[src/rtl/vx_barrier_ctrl.sv]
// vx_barrier_ctrl: per-core local barrier controller.
//
// Warps arrive at one of NUM_BARRIERS named barriers. Each arriving warp is held
// in stalled_mask until the barrier's declared warp count is reached. The whole
// group is then released with a one-cycle pulse.
//
// Ports:
//   clk, reset                   clock and synchronous active-high reset
//   arrive_valid/ready           arrival handshake; ready is low only while the
//                                addressed barrier is in its RELEASE cycle
//   arrive_wid/bar_id/size_m1    arriving warp, target barrier, group size - 1
//   kill_valid/kill_wid          remove a warp from every barrier
//   stalled_mask                 warps currently held at any barrier (registered)
//   release_valid/mask/bars      one-cycle registered release pulse
//   err_dup                      sticky: warp arrived twice at the same barrier
//   err_timeout                  sticky: a barrier timed out
//   busy                         any barrier not IDLE
//
// Optional feature macro: BARRIER_TIMEOUT_EN. When it is defined, a barrier that
// stays in COLLECT for TIMEOUT_CYCLES cycles force-releases its current mask and
// sets err_timeout. When it is undefined, barriers wait indefinitely and
// err_timeout is tied low.
module vx_barrier_ctrl #(
  parameter int NUM_WARPS      = 4,
  parameter int NUM_BARRIERS   = 4,
  parameter int TIMEOUT_CYCLES = 4096,
  localparam int NW_WIDTH      = $clog2(NUM_WARPS),
  localparam int NB_WIDTH      = $clog2(NUM_BARRIERS)
) (
  input  logic                    clk,
  input  logic                    reset,
  input  logic                    arrive_valid,
  output logic                    arrive_ready,
  input  logic [NW_WIDTH-1:0]     arrive_wid,
  input  logic [NB_WIDTH-1:0]     arrive_bar_id,
  input  logic [NW_WIDTH-1:0]     arrive_size_m1,
  input  logic                    kill_valid,
  input  logic [NW_WIDTH-1:0]     kill_wid,
  output logic [NUM_WARPS-1:0]    stalled_mask,
  output logic                    release_valid,
  output logic [NUM_WARPS-1:0]    release_mask,
  output logic [NUM_BARRIERS-1:0] release_bars,
  output logic                    err_dup,
  output logic                    err_timeout,
  output logic                    busy
);

  localparam int CNT_WIDTH = $clog2(NUM_WARPS + 1);
  localparam logic [NUM_WARPS-1:0] ZERO_W = {NUM_WARPS{1'b0}};
  localparam logic [NUM_WARPS-1:0] ONE_W  = {{(NUM_WARPS-1){1'b0}}, 1'b1};

  // A nonsensical timeout length is rejected at elaboration.
  if (TIMEOUT_CYCLES < 2) begin : g_cfg_check
    $error("vx_barrier_ctrl: TIMEOUT_CYCLES must be at least 2");
  end

  typedef enum logic [1:0] {
    ST_IDLE    = 2'd0,
    ST_COLLECT = 2'd1,
    ST_RELEASE = 2'd2
  } state_e;

  function automatic logic [CNT_WIDTH-1:0] popcount(input logic [NUM_WARPS-1:0] v);
    logic [CNT_WIDTH-1:0] c;
    c = {CNT_WIDTH{1'b0}};
    for (int i = 0; i < NUM_WARPS; i++) begin
      c = c + {{(CNT_WIDTH-1){1'b0}}, v[i]};
    end
    return c;
  endfunction

  state_e                   state_q [NUM_BARRIERS];
  state_e                   state_d [NUM_BARRIERS];
  logic [NUM_WARPS-1:0]     mask_q  [NUM_BARRIERS];
  logic [NUM_WARPS-1:0]     mask_d  [NUM_BARRIERS];
  logic [NW_WIDTH-1:0]      size_q  [NUM_BARRIERS];
  logic [NW_WIDTH-1:0]      size_d  [NUM_BARRIERS];
  logic [NUM_WARPS-1:0]     stalled_mask_q, stalled_mask_d;
  logic                     release_valid_q, release_valid_d;
  logic [NUM_WARPS-1:0]     release_mask_q, release_mask_d;
  logic [NUM_BARRIERS-1:0]  release_bars_q, release_bars_d;
  logic                     err_dup_q, err_dup_d;
`ifdef BARRIER_TIMEOUT_EN
  localparam int TMR_WIDTH = $clog2(TIMEOUT_CYCLES + 1);
  localparam logic [TMR_WIDTH-1:0] TMR_LAST = TMR_WIDTH'(TIMEOUT_CYCLES - 1);
  logic [TMR_WIDTH-1:0]     timer_q [NUM_BARRIERS];
  logic [TMR_WIDTH-1:0]     timer_d [NUM_BARRIERS];
  logic                     err_timeout_q, err_timeout_d;
`endif

  logic                     arrive_fire;
  logic                     kill_arrival;
  logic                     hit;
  logic [NUM_WARPS-1:0]     arrive_bit;
  logic [NUM_WARPS-1:0]     kill_bit;
  logic [NUM_WARPS-1:0]     mask_n;
  logic [NW_WIDTH-1:0]      eff_size;

  // Arrival handshake: blocked only while the target barrier emits its release.
  always_comb begin
    arrive_ready = (state_q[arrive_bar_id] != ST_RELEASE);
  end

  // Busy whenever any barrier has left IDLE.
  always_comb begin
    busy = 1'b0;
    for (int b = 0; b < NUM_BARRIERS; b++) begin
      busy = busy | (state_q[b] != ST_IDLE);
    end
  end

  // Per-barrier next state, masks, release pulse and error flags.
  always_comb begin
    arrive_fire     = arrive_valid && arrive_ready;
    arrive_bit      = ONE_W << arrive_wid;
    kill_bit        = kill_valid ? (ONE_W << kill_wid) : ZERO_W;
    kill_arrival    = kill_valid && (kill_wid == arrive_wid);
    release_valid_d = 1'b0;
    release_mask_d  = ZERO_W;
    release_bars_d  = {NUM_BARRIERS{1'b0}};
    err_dup_d       = err_dup_q;
    stalled_mask_d  = ZERO_W;
    hit             = 1'b0;
    mask_n          = ZERO_W;
    eff_size        = {NW_WIDTH{1'b0}};
`ifdef BARRIER_TIMEOUT_EN
    err_timeout_d   = err_timeout_q;
`endif
    for (int b = 0; b < NUM_BARRIERS; b++) begin
      hit        = arrive_fire && (arrive_bar_id == NB_WIDTH'(b));
      mask_n     = mask_q[b] | arrive_bit;
      // The first arrival defines the group size; later sizes are ignored.
      eff_size   = (state_q[b] == ST_IDLE) ? arrive_size_m1 : size_q[b];
      state_d[b] = state_q[b];
      mask_d[b]  = mask_q[b] & ~kill_bit;
      size_d[b]  = size_q[b];
`ifdef BARRIER_TIMEOUT_EN
      timer_d[b] = (state_q[b] == ST_COLLECT) ? (timer_q[b] + {{(TMR_WIDTH-1){1'b0}}, 1'b1})
                                              : {TMR_WIDTH{1'b0}};
      if (hit) begin
        timer_d[b] = {TMR_WIDTH{1'b0}};
      end else begin
        timer_d[b] = timer_d[b];
      end
`endif
      case (state_q[b])
        ST_IDLE, ST_COLLECT: begin
          if (hit && kill_arrival) begin
            // Kill beats a same-cycle arrival of the same warp: arrival is dropped.
            state_d[b] = state_q[b];
          end else if (hit && ((mask_q[b] & arrive_bit) != ZERO_W)) begin
            err_dup_d = 1'b1;
          end else if (hit) begin
            size_d[b] = eff_size;
            if (popcount(mask_n) == (CNT_WIDTH'(eff_size) + CNT_WIDTH'(1'b1))) begin
              state_d[b]        = ST_RELEASE;
              mask_d[b]         = ZERO_W;
              release_valid_d   = 1'b1;
              release_mask_d    = release_mask_d | (mask_n & ~kill_bit);
              release_bars_d[b] = 1'b1;
            end else begin
              state_d[b] = ST_COLLECT;
              mask_d[b]  = mask_n & ~kill_bit;
            end
          end else begin
`ifdef BARRIER_TIMEOUT_EN
            if ((state_q[b] == ST_COLLECT) && (timer_q[b] == TMR_LAST) && (mask_d[b] != ZERO_W)) begin
              state_d[b]        = ST_RELEASE;
              release_valid_d   = 1'b1;
              release_mask_d    = release_mask_d | mask_d[b];
              release_bars_d[b] = 1'b1;
              err_timeout_d     = 1'b1;
              mask_d[b]         = ZERO_W;
            end else begin
              state_d[b] = state_q[b];
            end
`else
            state_d[b] = state_q[b];
`endif
          end
          // A collecting barrier whose warps were all killed goes back to IDLE.
          state_d[b] = ((state_d[b] == ST_COLLECT) && (mask_d[b] == ZERO_W)) ? ST_IDLE : state_d[b];
        end
        ST_RELEASE: begin
          state_d[b] = ST_IDLE;
          mask_d[b]  = ZERO_W;
        end
        default: begin
          state_d[b] = ST_IDLE;
          mask_d[b]  = ZERO_W;
        end
      endcase
      stalled_mask_d = stalled_mask_d | ((state_d[b] == ST_COLLECT) ? mask_d[b] : ZERO_W);
    end
  end

  // State and output registers.
  always_ff @(posedge clk) begin
    if (reset) begin
      for (int b = 0; b < NUM_BARRIERS; b++) begin
        state_q[b] <= ST_IDLE;
        mask_q[b]  <= ZERO_W;
        size_q[b]  <= {NW_WIDTH{1'b0}};
`ifdef BARRIER_TIMEOUT_EN
        timer_q[b] <= {TMR_WIDTH{1'b0}};
`endif
      end
      stalled_mask_q  <= ZERO_W;
      release_valid_q <= 1'b0;
      release_mask_q  <= ZERO_W;
      release_bars_q  <= {NUM_BARRIERS{1'b0}};
      err_dup_q       <= 1'b0;
`ifdef BARRIER_TIMEOUT_EN
      err_timeout_q   <= 1'b0;
`endif
    end else begin
      for (int b = 0; b < NUM_BARRIERS; b++) begin
        state_q[b] <= state_d[b];
        mask_q[b]  <= mask_d[b];
        size_q[b]  <= size_d[b];
`ifdef BARRIER_TIMEOUT_EN
        timer_q[b] <= timer_d[b];
`endif
      end
      stalled_mask_q  <= stalled_mask_d;
      release_valid_q <= release_valid_d;
      release_mask_q  <= release_mask_d;
      release_bars_q  <= release_bars_d;
      err_dup_q       <= err_dup_d;
`ifdef BARRIER_TIMEOUT_EN
      err_timeout_q   <= err_timeout_d;
`endif
    end
  end

  assign stalled_mask  = stalled_mask_q;
  assign release_valid = release_valid_q;
  assign release_mask  = release_mask_q;
  assign release_bars  = release_bars_q;
  assign err_dup       = err_dup_q;
`ifdef BARRIER_TIMEOUT_EN
  assign err_timeout   = err_timeout_q;
`else
  assign err_timeout   = 1'b0;
`endif

endmodule

[config.mk]
export PLATFORM = sky130hd
export DESIGN_NAME = vx_barrier_ctrl
export DESIGN_NICKNAME = d
export VERILOG_FILES = /design/src/rtl/vx_barrier_ctrl.sv
export SDC_FILE = /design/constraint.sdc
export NUM_CORES = 1
export LEC_CHECK = 0
export BUFFER_PORTS_ARGS = -buffer_cell sky130_fd_sc_hd__buf_4
export CORE_MARGIN = 8
export CORE_UTILIZATION = 40
export CTS_BUF_LIST = sky130_fd_sc_hd__clkbuf_4 sky130_fd_sc_hd__clkbuf_8
export DETAILED_ROUTE_END_ITERATION = 10
export PLACE_DENSITY = 0.61
export REMOVE_ABC_BUFFERS = 1
export SLEW_MARGIN = 20
export SYNTH_ARGS = -nofsm -noshare
export SYNTH_HDL_FRONTEND = slang
export SYNTH_SLANG_ARGS = --single-unit
[constraint.sdc]
create_clock -name clk -period 3.75 [get_ports clk]
set_input_delay 0.75 -clock clk [delete_from_list [all_inputs] [get_ports clk]]
set_output_delay 0.75 -clock clk [all_outputs]
set_load 0.03 [all_outputs]
==> results of run 1 <==
cell families after synthesis:
logic type      after synthesis
xor+xnor                     10
compound gates               79
simple gates                167
buf+inv                      27
other cells                   1
fa+ha+maj                    16
flops                        46
mux                          13
area by class of cell:
class	count	area [sq um]
Fill cell	744	3869
Inverter	13	48.80
Tap cell	99	123.9
Timing Repair Buffer	33	247.7
Clock buffer	6	82.58
Sequential cell	46	920.9
Multi-Input combinational cell	286	1969
Clock inverter	1	30.03
through the flow:
step | setup WS [ps] | power (uW) | util [%] | hold slack [ps] | instance area (sq um)
floorplan | 525.5 | 694.9 | - | 445.1 | 2939
global placement | 89.71 | 778.2 | 45.40 | 458.1 | 3311
detailed placement | 8.613 | 782.7 | 45.40 | 474.2 | 3311
CTS | 333.2 | 1162 | 46.95 | 489.7 | 3423
global route | 147.9 | 1217 | 46.95 | 512.9 | 3423
finish | 327.4 | 1156 | 46.95 | 486.8 | 3423
cell usage in the layout, fill, tap and decap left out, drive strengths merged, types with 11 or more instances in the layout:
cell	instances
nor2	56
dfxtp	46
buf	33
o21ai	19
nor3	18
nand2	17
a21oi	14
inv	13
ha	12
nand2b	11
power by group through the flow:
stage          clock network [uW]  registers (uW)  logic, uW
2_1_floorplan                   0             524        171
3_3_place_gp                    0             521        257
3_5_place_dp                    0             521        261
4_1_cts                       389             510        263
5_1_grt                       410             512        295
6_report                      379             510        266
layer usage:
| metal | vias up | wire length, microns |
|---|---|---|
| li1 | 1370 | - |
| met1 | 1358 | 4076 |
| met2 | 99 | 3967 |
| met3 | 26 | 560 |
| met4 | 0 | 276 |
| met5 | - | 0 |
critical path, stage by stage:
cell                      delay [ps]
sky130_fd_sc_hd__buf_4           160
sky130_fd_sc_hd__nor2_1          260
sky130_fd_sc_hd__nor2_1          110
sky130_fd_sc_hd__fa_1            550
sky130_fd_sc_hd__inv_1            40
sky130_fd_sc_hd__ha_1            180
sky130_fd_sc_hd__ha_1            280
sky130_fd_sc_hd__xor2_1          140
sky130_fd_sc_hd__nor2_1          220
sky130_fd_sc_hd__o21ai_1         140
sky130_fd_sc_hd__nor2_1          280
sky130_fd_sc_hd__nor4_2          140
sky130_fd_sc_hd__o32ai_1         350
registers in the layout, summed over array words and instances, names as in the netlist:
register,flops
release_valid,1
release_mask,4
size_q,8
state_q,8
err_dup,1
mask_q,16
release_bars,4
stalled_mask,4
final timing paths:
kind | startpoint | to | slack, ps | depth (start not counted)
worst min register to register | size_q[0][1] | size_q[0][1] | 490 | 2
worst max-delay path | arrive_wid[0] | release_mask[1] | 330 | 13
worst max register to register | mask_q[0][0] | release_mask[1] | 750 | 9
worst min-delay path | size_q[0][1] | size_q[0][1] | 490 | 2
==> results by group, run 1 <==
Floorplanning
  • Number of rows created at floorplan: 31
  • I/O pin total: 29
  • Die width: 102.8 microns
  • Area of the die: 10,560 sq um
  • Starting density of the core: 41.30%
  • Total core area: 7292 sq um
  • DIE HEIGHT: 102.8 microns

Finish
  • Ant. Diodes: 0
  • Area added between synthesis and finish: 13.67%
  • Number of nets in the layout: 413
  • Layout cell share with drive strength beyond 1: 16.88%
  • Final instance count without filler cells: 484

Critical path
  • Largest fanout on the critical path: 10
  • Worst Path Class, Setup: input pin to register
  • Data arrival time of the critical path: 3610 ps
  • Worst Setup End Kind: register
  • CP startpoint kind: input pin
  • Required time of the critical path: 3940 ps

STA
  • TNS Setup: 0 ps
  • Part of the cycle the worst path needs: 91.27%
  • Time the worst path needs with I/O delays and setup: 3423 ps
  • Setup repair after global routing missed its margin: no
  • Worst Clk Skew: 4.013 ps
  • Transition at the pin with the smallest max-transition slack: 566.5 ps
  • Final hold violations: 0
  • Headroom to the max-slew limit: 62.18%
  • Slew Limit Fails: 0
  • Max Fclk: 292.2 MHz
  • Setup-violating endpoint count in the final report: 0

Synth
  • Library cell with the highest instance count after synthesis: sky130_fd_sc_hd__nor2_1
  • Multiplexer share of the synthesized area: 5.401%
  • Count of yosys warnings during synthesis: 0
  • Gate count after technology mapping: 359
  • EDFF count, synth: 0
  • Top FF cell, synth: sky130_fd_sc_hd__dfxtp_1
  • Share of synthesized cell area in full adder, half adder and majority cells: 7.644%
  • Average cell area after synthesis: 8.389 sq um
  • Fraction of synthesized cell area in xor and xnor cells: 2.908%
  • Cell Area, Synth: 3012 sq um
  • Fraction of the mapped netlist area in compound gates: 18.45%
  • Simple-Gate Fraction of Synth Area: 30.87%
  • Share of synthesized area occupied by flip-flops and latches: 30.58%
  • Synth top cells by count: sky130_fd_sc_hd__nor2_1 (56), sky130_fd_sc_hd__dfxtp_1 (46), sky130_fd_sc_hd__nand2_1 (17), sky130_fd_sc_hd__nor3_1 (17)
  • Netlist cell types: 64
  • Dominant cell type by area after synthesis: sky130_fd_sc_hd__dfxtp_1
  • Number of register bits inferred by synthesis: 46
  • Biggest area contributors in the synthesized netlist: sky130_fd_sc_hd__dfxtp_1 (31%), sky130_fd_sc_hd__nor2_1 (7.0%), sky130_fd_sc_hd__ha_1 (5.0%), sky130_fd_sc_hd__nor3_1 (2.8%), sky130_fd_sc_hd__fa_1 (2.7%)
  • Fraction of registers with async set/reset: 0%
  • Dominant combinational cell family by area after synthesis: simple AND/OR/NAND/NOR gates
  • Area fraction of the dominant cell type after synthesis: 30.58%

GRT
  • Met3 Resource Use GR: 3.309%
  • Largest net degree at the start of global routing: 27
  • Initial antenna violation count: 0
  • Global routing's busiest layer: met2
  • Gr usage total: 17.56%
  • Global Route met1 Usage: 22.38%
  • Overflow left after global routing: 0
  • Number of global-route vias before repair: 2,814
  • Global-route wire length before repair: 14,250 microns
  • Global routing usage on met2: 28.02%

Placed design
  • Detailed Place HPWL: 6888 microns
  • Port Buf Inserts: 27
  • Cells after DPL: 477
  • Final RePlAce weighted congestion: 0.9634

Pwr
  • Pwr dens: 337.6 nW/um^2
  • Net load switching power: 340.1 uW
  • Sequential share of power: 44.2%
  • Part of the total power dissipated in the clock network: 32.8%
  • VDD IR-drop max: 0.1538 mV
  • Share of total power in combinational logic: 23.0%
  • Internal power summed over all cells: 815.6 uW
  • Leakage dissipation: 0.001345 uW
  • Switching power as a share of total power: 29.43%

Detailed routing
  • WL/cell: 18.35 microns
  • Detail Route Antenna Nets: 0
  • Routed wire length: 8880 microns
  • Total number of vias: 2,853
  • Detailed Route Iter0 Violations: 200
  • Number of iterations in the first detailed-routing pass: 4
  • Number of remaining DRC errors: 0
  • Via/cell ratio: 5.895

CTS
  • Max Buffers Root-to-Sink: 2
  • Root Driver: sky130_fd_sc_hd__clkbuf_8
  • Clk sinks: 46
  • Clock insertion delay at the later pin of the skew report: 300 ps
  • Clock buffers created by TritonCTS: 5
  • Number of instances resized during post-cts repair: 0
  • Number of buffers added to fix hold violations after cts: 0
  • Setup repair bufs after CTS: 0
  • Clock input transition at the sequential cells of the worst setup and hold paths: 80 ps
  • Depth of the CTS H-tree: 2
  • TritonCTS clock tree: yes

Outcome
  • Result of the run: complete, no violations

Run
  • Number of violations of the max-capacitance limit: 0

Hold path
  • Worst Hold Class: register to register
(Power assumes the default switching activity.)
==> run 2: changes to the inputs <==
Settings changed: CORE_UTILIZATION 40 to 60, PLACE_DENSITY 0.61 to 0.82.
Clock period 3.75 ns to 4.1 ns, I/O delays scaled along.
==> run 2 against run 1 <==
Effect of this change:
- largest power group unchanged
- cell count decreased by 7.4%
- sequential cell count unchanged
- cell area decreased by 2.0%
- critical path type unchanged
- sequential share of layout area increased by 0.56 points
- core utilization increased by 23 points
- count of clock-buffer cells in the layout unchanged
- combinational power decreased by 11%
- first-iteration DRC count increased by 18%
==> results by group, run 2 (same netlist as run 1, synthesis figures left out) <==
Critical path
  • Worst Setup End Kind: register
  • Setup slack, reg-to-reg: 1090 ps
  • Worst Path Class, Setup: input pin to register
  • Count of cell instances traversed by the critical path: 13
  • Cell breakdown of the critical path: buf_4, nor2b_1, nor2_1, fa_1, inv_1, ha_1, ha_1, xor2_1, nor2_1, o21ai_1, nor2_1, nor4_2, o32ai_1
  • Largest fanout on the critical path: 9
  • Capturing point of the worst reg2reg path: release_mask[0]
  • Required time of the critical path: 4300 ps
  • Data arrival time of the critical path: 3820 ps
  • Number of cell instances on the worst register-to-register path: 11
  • Crit path buffers/inverters: 2
  • CP dominant cell by count: sky130_fd_sc_hd__nor2_1
  • Slowest stage cell, crit path: sky130_fd_sc_hd__fa_1
  • R2R Path Start: mask_q[2][1]
  • Gate family responsible for the most delay along the worst path: simple AND/OR/NAND/NOR gates
  • CP startpoint kind: input pin
  • Worst path max stage delay: 530 ps

Finish
  • Layout cell share with drive strength beyond 1: 16.01%
  • Most used cells in the layout excluding fill and tap cells: sky130_fd_sc_hd__nor2_1 (56), sky130_fd_sc_hd__dfxtp_1 (46), sky130_fd_sc_hd__buf_4 (29)
  • Number of nets in the layout: 409
  • Most frequent standard cell in the layout excluding fill and tap cells: sky130_fd_sc_hd__nor2_1
  • Util after Layout: 70.07%
  • Largest registers in the final layout: mask_q: 16 flops, size_q: 8 flops, state_q: 8 flops
  • Multi-input gate area: 1969 sq um
  • Ant. Diodes: 0
  • Cell area after layout: 3353 sq um
  • Area added between synthesis and finish: 11.34%
  • Area taken by flip-flops and latches: 920.9 sq um
  • Number of flip-flops in the largest register: 16
  • Register containing the most flip-flops in the final layout: mask_q
  • Fillers: 412

STA
  • Final hold violations: 0
  • Slew Limit Fails: 0
  • Setup-violating endpoint count in the final report: 0
  • TNS Setup: 0 ps
  • Worst Clk Skew: 3.782 ps
  • Headroom to the max-slew limit: 60.95%
  • Setup repair after global routing missed its margin: no
  • Time the worst path needs with I/O delays and setup: 3623 ps
  • Max Fclk: 276.0 MHz
  • Transition at the pin with the smallest max-transition slack: 585.0 ps
  • Part of the cycle the worst path needs: 88.37%
  • Crit path setup slack, layout: 476.8 ps

Detailed routing
  • Detailed Route Iter0 Violations: 236
  • WL/cell: 18.91 microns
  • Top layer in use: met4
  • Met2 wirelength from detailed routing: 3894 microns
  • WL met1: 3695 microns
  • Detail Route Antenna Nets: 0
  • Number of iterations in the first detailed-routing pass: 5
  • Total number of vias: 2,825
  • Routed wire length: 8472 microns
  • Via/cell ratio: 6.306
  • Number of remaining DRC errors: 0
  • Met3 wire len: 747 microns

Floorplanning
  • Starting density of the core: 62.93%
  • Number of rows created at floorplan: 25
  • I/O pin total: 29
  • Total core area: 4786 sq um
  • Die width: 86.85 microns
  • DIE HEIGHT: 86.85 microns
  • Area of the die: 7542 sq um

CTS
  • Number of buffers added to fix hold violations after cts: 0
  • Depth of the CTS H-tree: 2
  • TritonCTS clock tree: yes
  • Max Buffers Root-to-Sink: 2
  • Clock buffers created by TritonCTS: 5
  • Number of instances resized during post-cts repair: 0
  • Clk sinks: 46
  • Clock input transition at the sequential cells of the worst setup and hold paths: 80 ps
  • Root Driver: sky130_fd_sc_hd__clkbuf_8
  • Clock insertion delay at the later pin of the skew report: 300 ps
  • Setup repair bufs after CTS: 0

Placed design
  • Placement-stage cell area: 3241 sq um
  • Detailed Place HPWL: 6510 microns
  • Port Buf Inserts: 27
  • Final RePlAce weighted congestion: 0.9585
  • Place WS: 225.1 ps

Outcome
  • Result of the run: complete, no violations

Pwr
  • Net load switching power: 305.9 uW
  • Share of total power in combinational logic: 22.7%
  • Sequential share of power: 44.5%
  • Internal power summed over all cells: 741.7 uW
  • Leakage dissipation: 0.001327 uW
  • VDD IR-drop max: 0.2285 mV
  • Post-route total power: 1048 uW
  • Switching power as a share of total power: 29.20%
  • Part of the total power dissipated in the clock network: 32.7%
  • Pwr dens: 312.4 nW/um^2

Run
  • Number of violations of the max-capacitance limit: 0

GRT
  • Largest net degree at the start of global routing: 27
  • Number of global-route vias before repair: 2,688
  • Gr usage total: 23.31%
  • Global-route wire length before repair: 13,810 microns
  • Overflow left after global routing: 0
  • Initial antenna violation count: 0

Hold path
  • Start point of the worst min-delay path: err_dup
  • WHS Path Cells: 2
  • Worst Hold Class: register to register
  • Hold EP: err_dup
[run 2: changes by cell type in the layout (fill, tap and decap cells not counted), sizes merged]
cell	delta
buf	-4
[run 2: worst max-delay path by stage]
stage | to | slack (ps) | from
2_1_floorplan | release_mask[0] | 810 | arrive_wid[0]
3_3_place_gp | release_mask[0] | 360 | arrive_wid[0]
3_5_place_dp | release_mask[0] | 230 | arrive_wid[0]
4_1_cts | release_mask[0] | 550 | arrive_wid[0]
5_1_grt | release_mask[1] | 370 | arrive_wid[0]
6_report | release_mask[0] | 480 | arrive_wid[0]
[run 2: final cells by class]
class / instances / area share [%]
Tap cell: 67 / 2.500
Timing Repair Buffer: 29 / 6.493
Inverter: 13 / 1.455
Multi-Input combinational cell: 286 / 58.73
Sequential cell: 46 / 27.46
Clock inverter: 1 / 0.8955
Clock buffer: 6 / 2.463
[run 2: power groups by stage]
stage          clock network, uW  logic (uW)  registers [uW]
3_3_place_gp                   0         227             477
6_report                     343         238             467
2_1_floorplan                  0         156             479
5_1_grt                      363         260             468
4_1_cts                      349         234             466
3_5_place_dp                   0         233             477
[run 2: layer usage]
metal  global-route usage (%)  up-vias
met2                    36.85      119
met1                    30.17     1331
li1                         -     1362
met4                    6.260        0
met3                    6.427       13
met5                        0        -
[run 2: worst min-delay path: stages (launching register included)]
cell,delay [ps]
sky130_fd_sc_hd__dfxtp_1,330
sky130_fd_sc_hd__a31oi_1,40
sky130_fd_sc_hd__nor2_1,70
[run 2: stage by stage]
stage          hold WS, ps  cells
5_1_grt              509.4    448
6_report             479.1    448
2_1_floorplan        445.1    345
3_5_place_dp         464.0    441
3_3_place_gp         451.5    441
4_1_cts              482.8    448
